File: src/rtl/axi_master_pkg.sv
// ---------------------------------------------------------------------------
// axi_master_pkg
// Shared definitions for the simple single-beat AXI master:
//   - AXI response codes
//   - host request (rw) encodings
//   - FSM state constants (plain localparams so legacy code can use them)
//   - request_legal(): checks a host request for legality (rw code, size
//     range and natural alignment)
// ---------------------------------------------------------------------------
package axi_master_pkg;

   typedef enum logic [1:0] {
      RESP_OKAY   = 2'b00,
      RESP_EXOKAY = 2'b01,
      RESP_SLVERR = 2'b10,
      RESP_DECERR = 2'b11
   } axi_resp_e;

   typedef enum logic [1:0] {
      RW_IDLE    = 2'b00,
      RW_WRITE   = 2'b01,
      RW_READ    = 2'b10,
      RW_ILLEGAL = 2'b11
   } host_rw_e;

   localparam logic [2:0] ST_IDLE = 3'd0;
   localparam logic [2:0] ST_AW   = 3'd1;
   localparam logic [2:0] ST_W    = 3'd2;
   localparam logic [2:0] ST_B    = 3'd3;
   localparam logic [2:0] ST_AR   = 3'd4;
   localparam logic [2:0] ST_R    = 3'd5;
   localparam logic [2:0] ST_HOLD = 3'd6;

   // A request is legal when its rw code is write or read, its size is at
   // most a dword, and its address is naturally aligned to that size.
   function automatic logic request_legal(input logic [1:0] rw,
                                          input logic [2:0] size,
                                          input logic [2:0] addr_lsb);
      logic [2:0] mask;
      case (size)
         3'd0:    mask = 3'b000;
         3'd1:    mask = 3'b001;
         3'd2:    mask = 3'b011;
         3'd3:    mask = 3'b111;
         default: mask = 3'b000;
      endcase
      return (rw != RW_ILLEGAL) && !size[2] && ((addr_lsb & mask) == 3'b000);
   endfunction

endpackage

File: src/rtl/axi_lane_align.sv
// ---------------------------------------------------------------------------
// axi_lane_align
// Combinational byte-lane steering between the right-justified host data
// and the 64-bit AXI data bus.
// Ports:
//   addr_lsb   in   3   byte offset of the access within the 64-bit word
//   size       in   2   log2 of access size in bytes (0..3)
//   wdata_in   in  64   right-justified host write data
//   wdata_out  out 64   write data moved onto its byte lanes
//   wstrb      out  8   byte strobes for the access
//   rdata_in   in  64   raw AXI read data
//   rdata_out  out 64   read data right-justified and zero-extended
// ---------------------------------------------------------------------------
module axi_lane_align (
   input  logic [2:0]  addr_lsb,
   input  logic [1:0]  size,
   input  logic [63:0] wdata_in,
   output logic [63:0] wdata_out,
   output logic [7:0]  wstrb,
   input  logic [63:0] rdata_in,
   output logic [63:0] rdata_out
);

   logic [7:0]  byte_mask;
   logic [63:0] bit_mask;
   logic [63:0] rdata_shifted;
   logic [5:0]  bit_shift;

   assign bit_shift = {addr_lsb, 3'b000};

   // Byte mask of the access as if it started at lane 0; shifted into place
   // for the strobes and expanded to a bit mask for read extraction.
   always_comb begin
      byte_mask = 8'h00;
      case (size)
         2'd0: byte_mask = 8'h01;
         2'd1: byte_mask = 8'h03;
         2'd2: byte_mask = 8'h0F;
         2'd3: byte_mask = 8'hFF;
         default: byte_mask = 8'h00;
      endcase
      bit_mask = '0;
      for (int i = 0; i < 8; i++) begin
         bit_mask[8*i +: 8] = {8{byte_mask[i]}};
      end
   end

   assign wstrb         = byte_mask << addr_lsb;
   assign wdata_out     = wdata_in << bit_shift;
   assign rdata_shifted = rdata_in >> bit_shift;
   assign rdata_out     = rdata_shifted & bit_mask;

endmodule

File: src/rtl/simple_axi_master.sv
// ---------------------------------------------------------------------------
// simple_axi_master
// Single-beat AXI4 master: turns one host request (addr/size/rw) into one
// AXI write (AW -> W -> B) or read (AR -> R) and reports sticky status.
// Ports:
//   clk, rstn          clock, synchronous active-low reset
//   i_addr/i_size      byte address and log2 size of the access
//   i_wdata/o_rdata    right-justified write / read data
//   i_rw               00 idle, 01 write, 10 read, 11 illegal
//   o_wait             transaction in progress
//   o_done/o_error/o_invalid   sticky status, cleared by i_clear or a new request
//   m_axi_aw*/w*/b*/ar*/r*     AXI4 master channels (single beat)
//   o_debug_latency    busy cycles of the last transaction
// ---------------------------------------------------------------------------
module simple_axi_master
   import axi_master_pkg::*;
#(
   parameter int ADDR_W = 32,
   parameter int DATA_W = 64
) (
   input  logic              clk,
   input  logic              rstn,
   input  logic [ADDR_W-1:0] i_addr,
   input  logic [2:0]        i_size,
   input  logic [DATA_W-1:0] i_wdata,
   output logic [DATA_W-1:0] o_rdata,
   input  logic [1:0]        i_rw,
   output logic              o_wait,
   output logic              o_done,
   input  logic              i_clear,
   output logic              o_invalid,
   output logic              o_error,
   output logic              m_axi_awvalid,
   input  logic              m_axi_awready,
   output logic [ADDR_W-1:0] m_axi_awaddr,
   output logic [2:0]        m_axi_awsize,
   output logic              m_axi_wvalid,
   input  logic              m_axi_wready,
   output logic              m_axi_wlast,
   output logic [DATA_W-1:0] m_axi_wdata,
   output logic [7:0]        m_axi_wstrb,
   input  logic              m_axi_bvalid,
   output logic              m_axi_bready,
   input  logic [1:0]        m_axi_bresp,
   output logic              m_axi_arvalid,
   input  logic              m_axi_arready,
   output logic [ADDR_W-1:0] m_axi_araddr,
   output logic [2:0]        m_axi_arsize,
   input  logic              m_axi_rvalid,
   output logic              m_axi_rready,
   input  logic              m_axi_rlast,
   input  logic [DATA_W-1:0] m_axi_rdata,
   input  logic [1:0]        m_axi_rresp,
   output logic [31:0]       o_debug_latency
);

   logic [2:0]        state;
   logic [ADDR_W-1:0] addr_q;
   logic [1:0]        size_q;
   logic [DATA_W-1:0] wdata_q;
   logic [31:0]       lat_cnt;
   logic [31:0]       lat_next;
   logic [63:0]       rdata_aligned;
   logic              unused;

   // Single-beat reads always carry rlast; it carries no information here.
   assign unused = m_axi_rlast;

   axi_lane_align u_align (
      .addr_lsb  (addr_q[2:0]),
      .size      (size_q),
      .wdata_in  (wdata_q),
      .wdata_out (m_axi_wdata),
      .wstrb     (m_axi_wstrb),
      .rdata_in  (m_axi_rdata),
      .rdata_out (rdata_aligned)
   );

   // Channel handshakes are decoded straight from the state so that a reset
   // drops every valid/ready on the following edge.
   assign m_axi_awvalid = (state == ST_AW);
   assign m_axi_wvalid  = (state == ST_W);
   assign m_axi_wlast   = (state == ST_W);
   assign m_axi_bready  = (state == ST_B);
   assign m_axi_arvalid = (state == ST_AR);
   assign m_axi_rready  = (state == ST_R);
   assign m_axi_awaddr  = addr_q;
   assign m_axi_araddr  = addr_q;
   assign m_axi_awsize  = {1'b0, size_q};
   assign m_axi_arsize  = {1'b0, size_q};
   assign o_wait        = (state == ST_AW) || (state == ST_W) || (state == ST_B) ||
                          (state == ST_AR) || (state == ST_R);

   // Saturating increment; the completing cycle itself counts as busy.
   assign lat_next = (lat_cnt == 32'hFFFF_FFFF) ? lat_cnt : lat_cnt + 32'd1;

   // FSM, request latch, latency counter and sticky status. i_clear is
   // applied first so that a status set on the same edge overrides it.
   always_ff @(posedge clk) begin
      if (!rstn) begin
         state           <= ST_IDLE;
         addr_q          <= '0;
         size_q          <= '0;
         wdata_q         <= '0;
         lat_cnt         <= '0;
         o_debug_latency <= '0;
         o_rdata         <= '0;
         o_done          <= 1'b0;
         o_error         <= 1'b0;
         o_invalid       <= 1'b0;
      end else begin
         if (i_clear) begin
            o_done    <= 1'b0;
            o_error   <= 1'b0;
            o_invalid <= 1'b0;
         end
         case (state)
            ST_IDLE: begin
               if (i_rw != RW_IDLE) begin
                  addr_q  <= i_addr;
                  size_q  <= i_size[1:0];
                  wdata_q <= i_wdata;
                  lat_cnt <= '0;
                  if (!request_legal(i_rw, i_size, i_addr[2:0])) begin
                     o_done          <= 1'b1;
                     o_error         <= 1'b1;
                     o_invalid       <= 1'b1;
                     o_debug_latency <= '0;
                     state           <= ST_HOLD;
                  end else begin
                     o_done    <= 1'b0;
                     o_error   <= 1'b0;
                     o_invalid <= 1'b0;
                     state     <= (i_rw == RW_WRITE) ? ST_AW : ST_AR;
                  end
               end
            end
            ST_AW: begin
               lat_cnt <= lat_next;
               if (m_axi_awready) state <= ST_W;
            end
            ST_W: begin
               lat_cnt <= lat_next;
               if (m_axi_wready) state <= ST_B;
            end
            ST_B: begin
               lat_cnt <= lat_next;
               if (m_axi_bvalid) begin
                  state           <= ST_HOLD;
                  o_debug_latency <= lat_next;
                  o_done          <= 1'b1;
                  o_error         <= m_axi_bresp[1];
                  o_invalid       <= (m_axi_bresp == RESP_DECERR);
               end
            end
            ST_AR: begin
               lat_cnt <= lat_next;
               if (m_axi_arready) state <= ST_R;
            end
            ST_R: begin
               lat_cnt <= lat_next;
               if (m_axi_rvalid) begin
                  state           <= ST_HOLD;
                  o_debug_latency <= lat_next;
                  o_done          <= 1'b1;
                  o_error         <= m_axi_rresp[1];
                  o_invalid       <= (m_axi_rresp == RESP_DECERR);
                  o_rdata         <= m_axi_rresp[1] ? '0 : rdata_aligned;
               end
            end
            ST_HOLD: begin
               if (i_rw == RW_IDLE) state <= ST_IDLE;
            end
            default: state <= ST_IDLE;
         endcase
      end
   end

endmodule

File: config.mk
export PLATFORM = sky130hd
export DESIGN_NAME = simple_axi_master
export DESIGN_NICKNAME = d
export VERILOG_FILES = /design/src/rtl/axi_master_pkg.sv /design/src/rtl/axi_lane_align.sv /design/src/rtl/simple_axi_master.sv
export SDC_FILE = /design/constraint.sdc
export NUM_CORES = 1
export LEC_CHECK = 0
export CORE_ASPECT_RATIO = 0.6
export CORE_MARGIN = 3
export CORE_UTILIZATION = 50
export CTS_CLUSTER_DIAMETER = 200
export DETAILED_ROUTE_END_ITERATION = 10
export PLACE_DENSITY = 0.95
export SETUP_SLACK_MARGIN = 0.02
export SYNTH_ARGS = -nofsm -noshare
export SYNTH_HDL_FRONTEND = slang
export SYNTH_SLANG_ARGS = --single-unit
export TNS_END_PERCENT = 10
File: constraint.sdc
create_clock -name clk -period 5.9 [get_ports clk]
set_clock_uncertainty 0.05 [all_clocks]
set_input_delay 1.18 -clock clk [delete_from_list [all_inputs] [get_ports clk]]
set_output_delay 1.18 -clock clk [all_outputs]
set_load 0.02 [all_outputs]
Yosys cells after proc, flatten, opt, wreduce, memory -nomap -nowiden

Cells that the tools add are included.

Memory bits (read-only): 0
Memories: 0
Memory bits (writable): 0
Register bits after elaboration: 232
Bits in latches: 0
Output and inout bits: 248

Reductions and logical operators: 20
Multiply operators: 0
Equal/unequal tests: 25
Add/subtract/negate cells: 1
Bitwise logic cells: 2
Divide/modulo/power cells: 0
Magnitude comparators: 0
Multiplexer cells: 40
Shift operators: 3

Operator list:

| kind                                                             | count |
|---|---|
| 32-bit 2-to-1 mux                                                | 6 |
| 32-bit case mux with 3 select lines                              | 1 |
| 64-bit bitwise AND                                               | 1 |
| 64-bit 2-to-1 mux                                                | 1 |
| 32-bit case mux with 2 select lines                              | 1 |
| 64-bit by 6-bit left shift with 64-bit output                    | 1 |
| 64-bit by 6-bit right shift with 64-bit output                   | 1 |
| 3-bit 2-to-1 mux                                                 | 12 |
| 32-bit by 1-bit adder with 32-bit output (second input constant) | 1 |
| 32-bit == test (second input constant)                           | 1 |
| 8-bit case mux with 4 select lines                               | 1 |
| 3-bit case mux with 7 select lines                               | 1 |
| 2-bit != test (second input constant)                            | 7 |
| 1-bit 2-to-1 mux                                                 | 13 |
| 3-bit by 2-bit == test with 1-bit output (second input constant) | 4 |
| 3-bit == test (second input constant)                            | 3 |
| 1-bit case mux with 3 select lines                               | 3 |
| 3-bit case mux with 3 select lines                               | 1 |
| 2-bit == test (second input constant)                            | 4 |
| 8-bit by 3-bit left shift with 8-bit output                      | 1 |
| 7-bit AND reduction                                              | 1 |
| 3-bit by 1-bit == test with 1-bit output (second input constant) | 2 |
| 3-bit logical NOT                                                | 2 |
| 2-bit AND reduction                                              | 3 |
| other kinds (11)                                                 | 19 |

Longest topological paths before layout

Depth in word-level cells: 11
Mapped depth: 11

Modules after synthesis

A second synthesis with hierarchy kept.

Cells, all modules: 1,702
Area, all modules: 14,343.8 um2

Modules (own cells, without submodules):

| module            | cells each | area an instance (um2) | instances |
|---|---|---|---|
| simple_axi_master | 1,233      | 10,224.8               | 1 |
| axi_lane_align    | 469        | 4,119.0                | 1 |

Worst setup path before layout

OpenSTA, ideal clock, no wires.

Kind: reg-to-output
Start point: register addr_q[0] (netlist: m_axi_araddr[0])
End point: output port m_axi_wstrb[6]
Arrival: 2.317 ns
Slack: 2.353 ns
Cell stages (with the launch flop): 8
Required time: 4.670 ns
Cell sequence: dfxtp_1 buf_2 buf_2 buf_2 buf_2 clkbuf_1 nor3_1 a211oi_1

Cells in the longest elaborated chain, start to end: 1

RTL lines:

| what                                        | RTL line                 | RTL |
|---|---|---|
| start, declared                             | simple_axi_master.sv:58  | `logic [ADDR_W-1:0] addr_q;` |
| start signal, assigned                      | simple_axi_master.sv:120 | `addr_q <= i_addr;` |
| 8-bit by 3-bit left shift with 8-bit output | axi_lane_align.sv:48     | `assign wstrb = byte_mask << addr_lsb;` |
| end, declared                               | simple_axi_master.sv:41  | `output logic [7:0] m_axi_wstrb,` |

Every way passes these cells.

Worst setup path after layout

Start point: register addr_q[0] (netlist: m_axi_araddr[0])
End point: output port m_axi_wdata[32]

Cells in the longest elaborated chain, start to end: 1

RTL lines:

| what                                          | RTL line                | RTL |
|---|---|---|
| 64-bit by 6-bit left shift with 64-bit output | axi_lane_align.sv:49    | `assign wdata_out = wdata_in << bit_shift;` |
| end, declared                                 | simple_axi_master.sv:40 | `output logic [DATA_W-1:0] m_axi_wdata,` |

Every way passes these cells.

==> results.cfg <==
[synth]
number_of_distinct_standard_cells_referenced_by_the_synthesized_netlist = 63
synth-edff-count = 0
seq_area_frac_synth_pct = 35.90
synthesis.yosys.warnings = 0
netlist_instances = 1666
syn_area_mm2 = 0.01294
synth_area_per_cell_um2 = 7.766
postSynth.asyncResetShare_pct = 0
dominantRegCellSynth = dfxtp_1
synth_seq_cells = 232

[power_and_ir_drop]
power-per-cell-area_mw_per_mm2 = 425.5
power_report.internal_total_mw = 4.185
pwr-share-seq_pct = 28.7
proportion_of_power_drawn_by_the_clock_network_pct = 21.0
report.power.total_mw = 7.516
p_sw_share_pct = 44.31
power.net_switching_mw = 3.330
total_leakage_power_nw = 6.162
pwr-share-comb_pct = 50.3
max-vdd-ir-drop_mv = 0.4085

[clock_network]
worstSkewPairLatency_ns = 0.54
clk_pin_slew_worst_paths_ns = 0.07
tritoncts_num_sinks = 232
cts-root-buf = clkbuf_16
hold_buffer_count_at_cts = 0
tritoncts = built
cts_inserted_buffers = 23
postCtsResizedCells = 0
cts_buffer_depth = 3
cts_post_setup_buffers_inserted = 0
number_of_h_tree_levels = 1

[finish]
final-seq-area_mm2 = 0.004656
area_occupied_by_multi_input_gates_mm2 = 0.007326
finish.instance_area_mm2 = 0.01766
area_growth_syn_to_layout_pct = 36.51
fillerInstances = 1885
final_layout_size_suffix_gt1_share_pct = 5.930
final_net_count = 2135

[sta]
final_hold_viol_count = 0
setup_repair_after_global_routing_missed_its_margin = false
maxSlewHeadroom_pct = 19.47
final-setup-viol-count = 0
finalHoldWorstSlack_ns = 0.4052
setup_total_negative_slack_ns = 0
final-max-slew-violation-count = 0
final_period_minus_worst_setup_slack_ns = 4.992
max_freq_ghz = 0.2003
final.period_utilization_pct = 84.61
worst-slew-pin-transition_ns = 1.208

[critical_path]
timing.critical_path.slowest_stage_cell = dfxtp_4
worst-path-max-fanout = 50
worstPathRequired_ns = 4.67
timing.critical_path.slowest_cell_delay_ns = 0.74
setup.reg_to_reg.worst_slack_ns = 2.42
critical_path.endpoint_type = output pin
timing.critical_path.cells = inv_1 > nor2_1 > buf_4 > a21oi_1 > o22ai_1 > clkdlybuf4s50_1
timing.critical_path.from = m_axi_araddr[0]
r2r-start = state[1]
timing.critical_path.arrival_ns = 3.76
critical_path_type = reg -> out
worst_setup_path_start_kind = flop

[grt]
grt.total_usage_pct = 33.94
antenna_found_initial = 4
first_pass_grt_wire_length_um = 74170
first_global_vias = 12897
global_route.overflow_total = 0
grt_start_max_net_pins = 124

[drt]
initial_drt_pass_iterations = 6
number_of_remaining_drc_errors = 0
drt_iter0_drc = 1815
wire_per_inst_um = 21.89
drt-vias-per-instance = 6.095
route.vias.total = 14043
drt.antenna.violating_nets = 0
finalWirelength_um = 50440

[floorplanning]
floorplan.initialDensity_pct = 52.23
design.die.area_mm2 = 0.02791
io-pin-count = 426
die_y_um = 130.6
placementRows = 44
floorplan.die.width_um = 213.7
core_mm2 = 0.02477

[run_status]
run_status = completed

[place]
numPortBuffers = 422
placedInstanceArea_mm2 = 0.01685
detailed_place_hpwl_um = 36500
gp_congestion = 0.9808

[hold_path]
holdCritStartpoint = o_debug_latency[14]
hold_class = reg -> reg

[job]
max_cap_viol_count = 0
==> state kept, by name (all words and copies together), names as in the netlist <==
register / flops
o_rdata: 64
lat_cnt: 32
o_invalid: 1
size_q: 2
m_axi_araddr: 32
o_done: 1
state: 3
o_error: 1
wdata_q: 64
o_debug_latency: 32
==> through the flow <==
step | utilization [%] | instances | setup slack [ns]
floorplan | - | 1667 | 2.353
global placement | 68.02 | 2253 | 1.610
detailed placement | 68.02 | 2253 | 1.601
CTS | 71.21 | 2295 | 1.002
global route | 71.24 | 2298 | 0.7994
finish | 71.30 | 2304 | 0.9079
==> cells by family (layout without fill, tap and decap cells) <==
logic type      Yosys count  in the layout  share of synthesized area [%]
xor+xnor                 25             25                          1.692
fa+ha+maj                 1              1                        0.09669
buf+inv                 202            508                          7.659
compound gates          443            443                          20.35
flops                   232            232                          35.90
simple gates            586            586                          19.46
mux                     176            176                          14.82
other cells               1             11                        0.02898
==> final cells by class <==
class | instances | share of cell area (%)
inverter | 25 | 0.5596
antenna | 9 | 0.1275
clock buffer | 29 | 3.613
sequential | 232 | 26.36
tap | 322 | 2.281
multi-input combinational | 1233 | 41.47
timing repair buffer | 441 | 24.72
clock inverter | 13 | 0.8642
==> power groups by stage <==
stage	registers [mW]	logic, mW	clock network [mW]
2_1_floorplan	2.07	2.34	0
3_3_place_gp	2.15	3.65	0
3_5_place_dp	2.17	3.71	0
4_1_cts	2.14	3.73	1.59
5_1_grt	2.18	4.02	1.66
6_report	2.16	3.78	1.58
==> critical path: cells and delay by family, from the launching register on <==
kind                   cells  cell delay (ns)
buffers and inverters      3             1.61
flip-flops                 1             0.74
AND/OR/NAND/NOR            1             0.59
AO/OA/AOI/OAI              2             0.26
==> metal layers <==
metal  GRT usage (%)  vias up  part of all wire (%)
li1                -     6377                     -
met1           44.94     6659                    40
met2           53.61      876                    45
met3           9.425      129                    11
met4           12.27        2                   3.8
met5               0        -                 0.026
==> path summary, 6_finish.rpt <==
check | cells past startpoint | end
setup / recovery | 6 | m_axi_wdata[32]
hold / removal | 2 | o_debug_latency[14]
setup reg to reg | 7 | lat_cnt[0]
hold reg to reg | 2 | o_debug_latency[14]
==> layout by cell type (no fill, tap or decap), types with 22 or more instances in the layout <==
| master | n |
|---|---|
| nor2_1 | 171 |
| o21ai_0 | 103 |
| inv_1 | 24 |
| clkbuf_16 | 23 |
| nand2_1 | 288 |
| mux2i_1 | 132 |
| a21oi_1 | 175 |
| clkdlybuf4s50_1 | 422 |
| nand3_1 | 22 |
| o22ai_1 | 31 |
| mux2_2 | 35 |
| a22oi_1 | 58 |
| dfxtp_1 | 229 |
==> synth_stat cells, drive strengths merged, types with 12 or more instances <==
library cell,instances,area share (%)
a21oi,175,6.8
a22oi,58,3.4
a31oi,13,0.63
and2,14,0.68
buf,90,4.4
clkbuf,87,2.5
dfxtp,232,36
inv,25,0.73
mux2,35,3.0
mux2i,132,10
nand2,288,8.4
nand3,22,0.85
nand4,14,0.68
nor2,172,5.0
nor3,20,0.85
o21ai,106,4.1
o22ai,31,1.5
o31ai,12,0.70
xor2,18,1.2
Note: power is estimated with default switching activity, not from simulation.
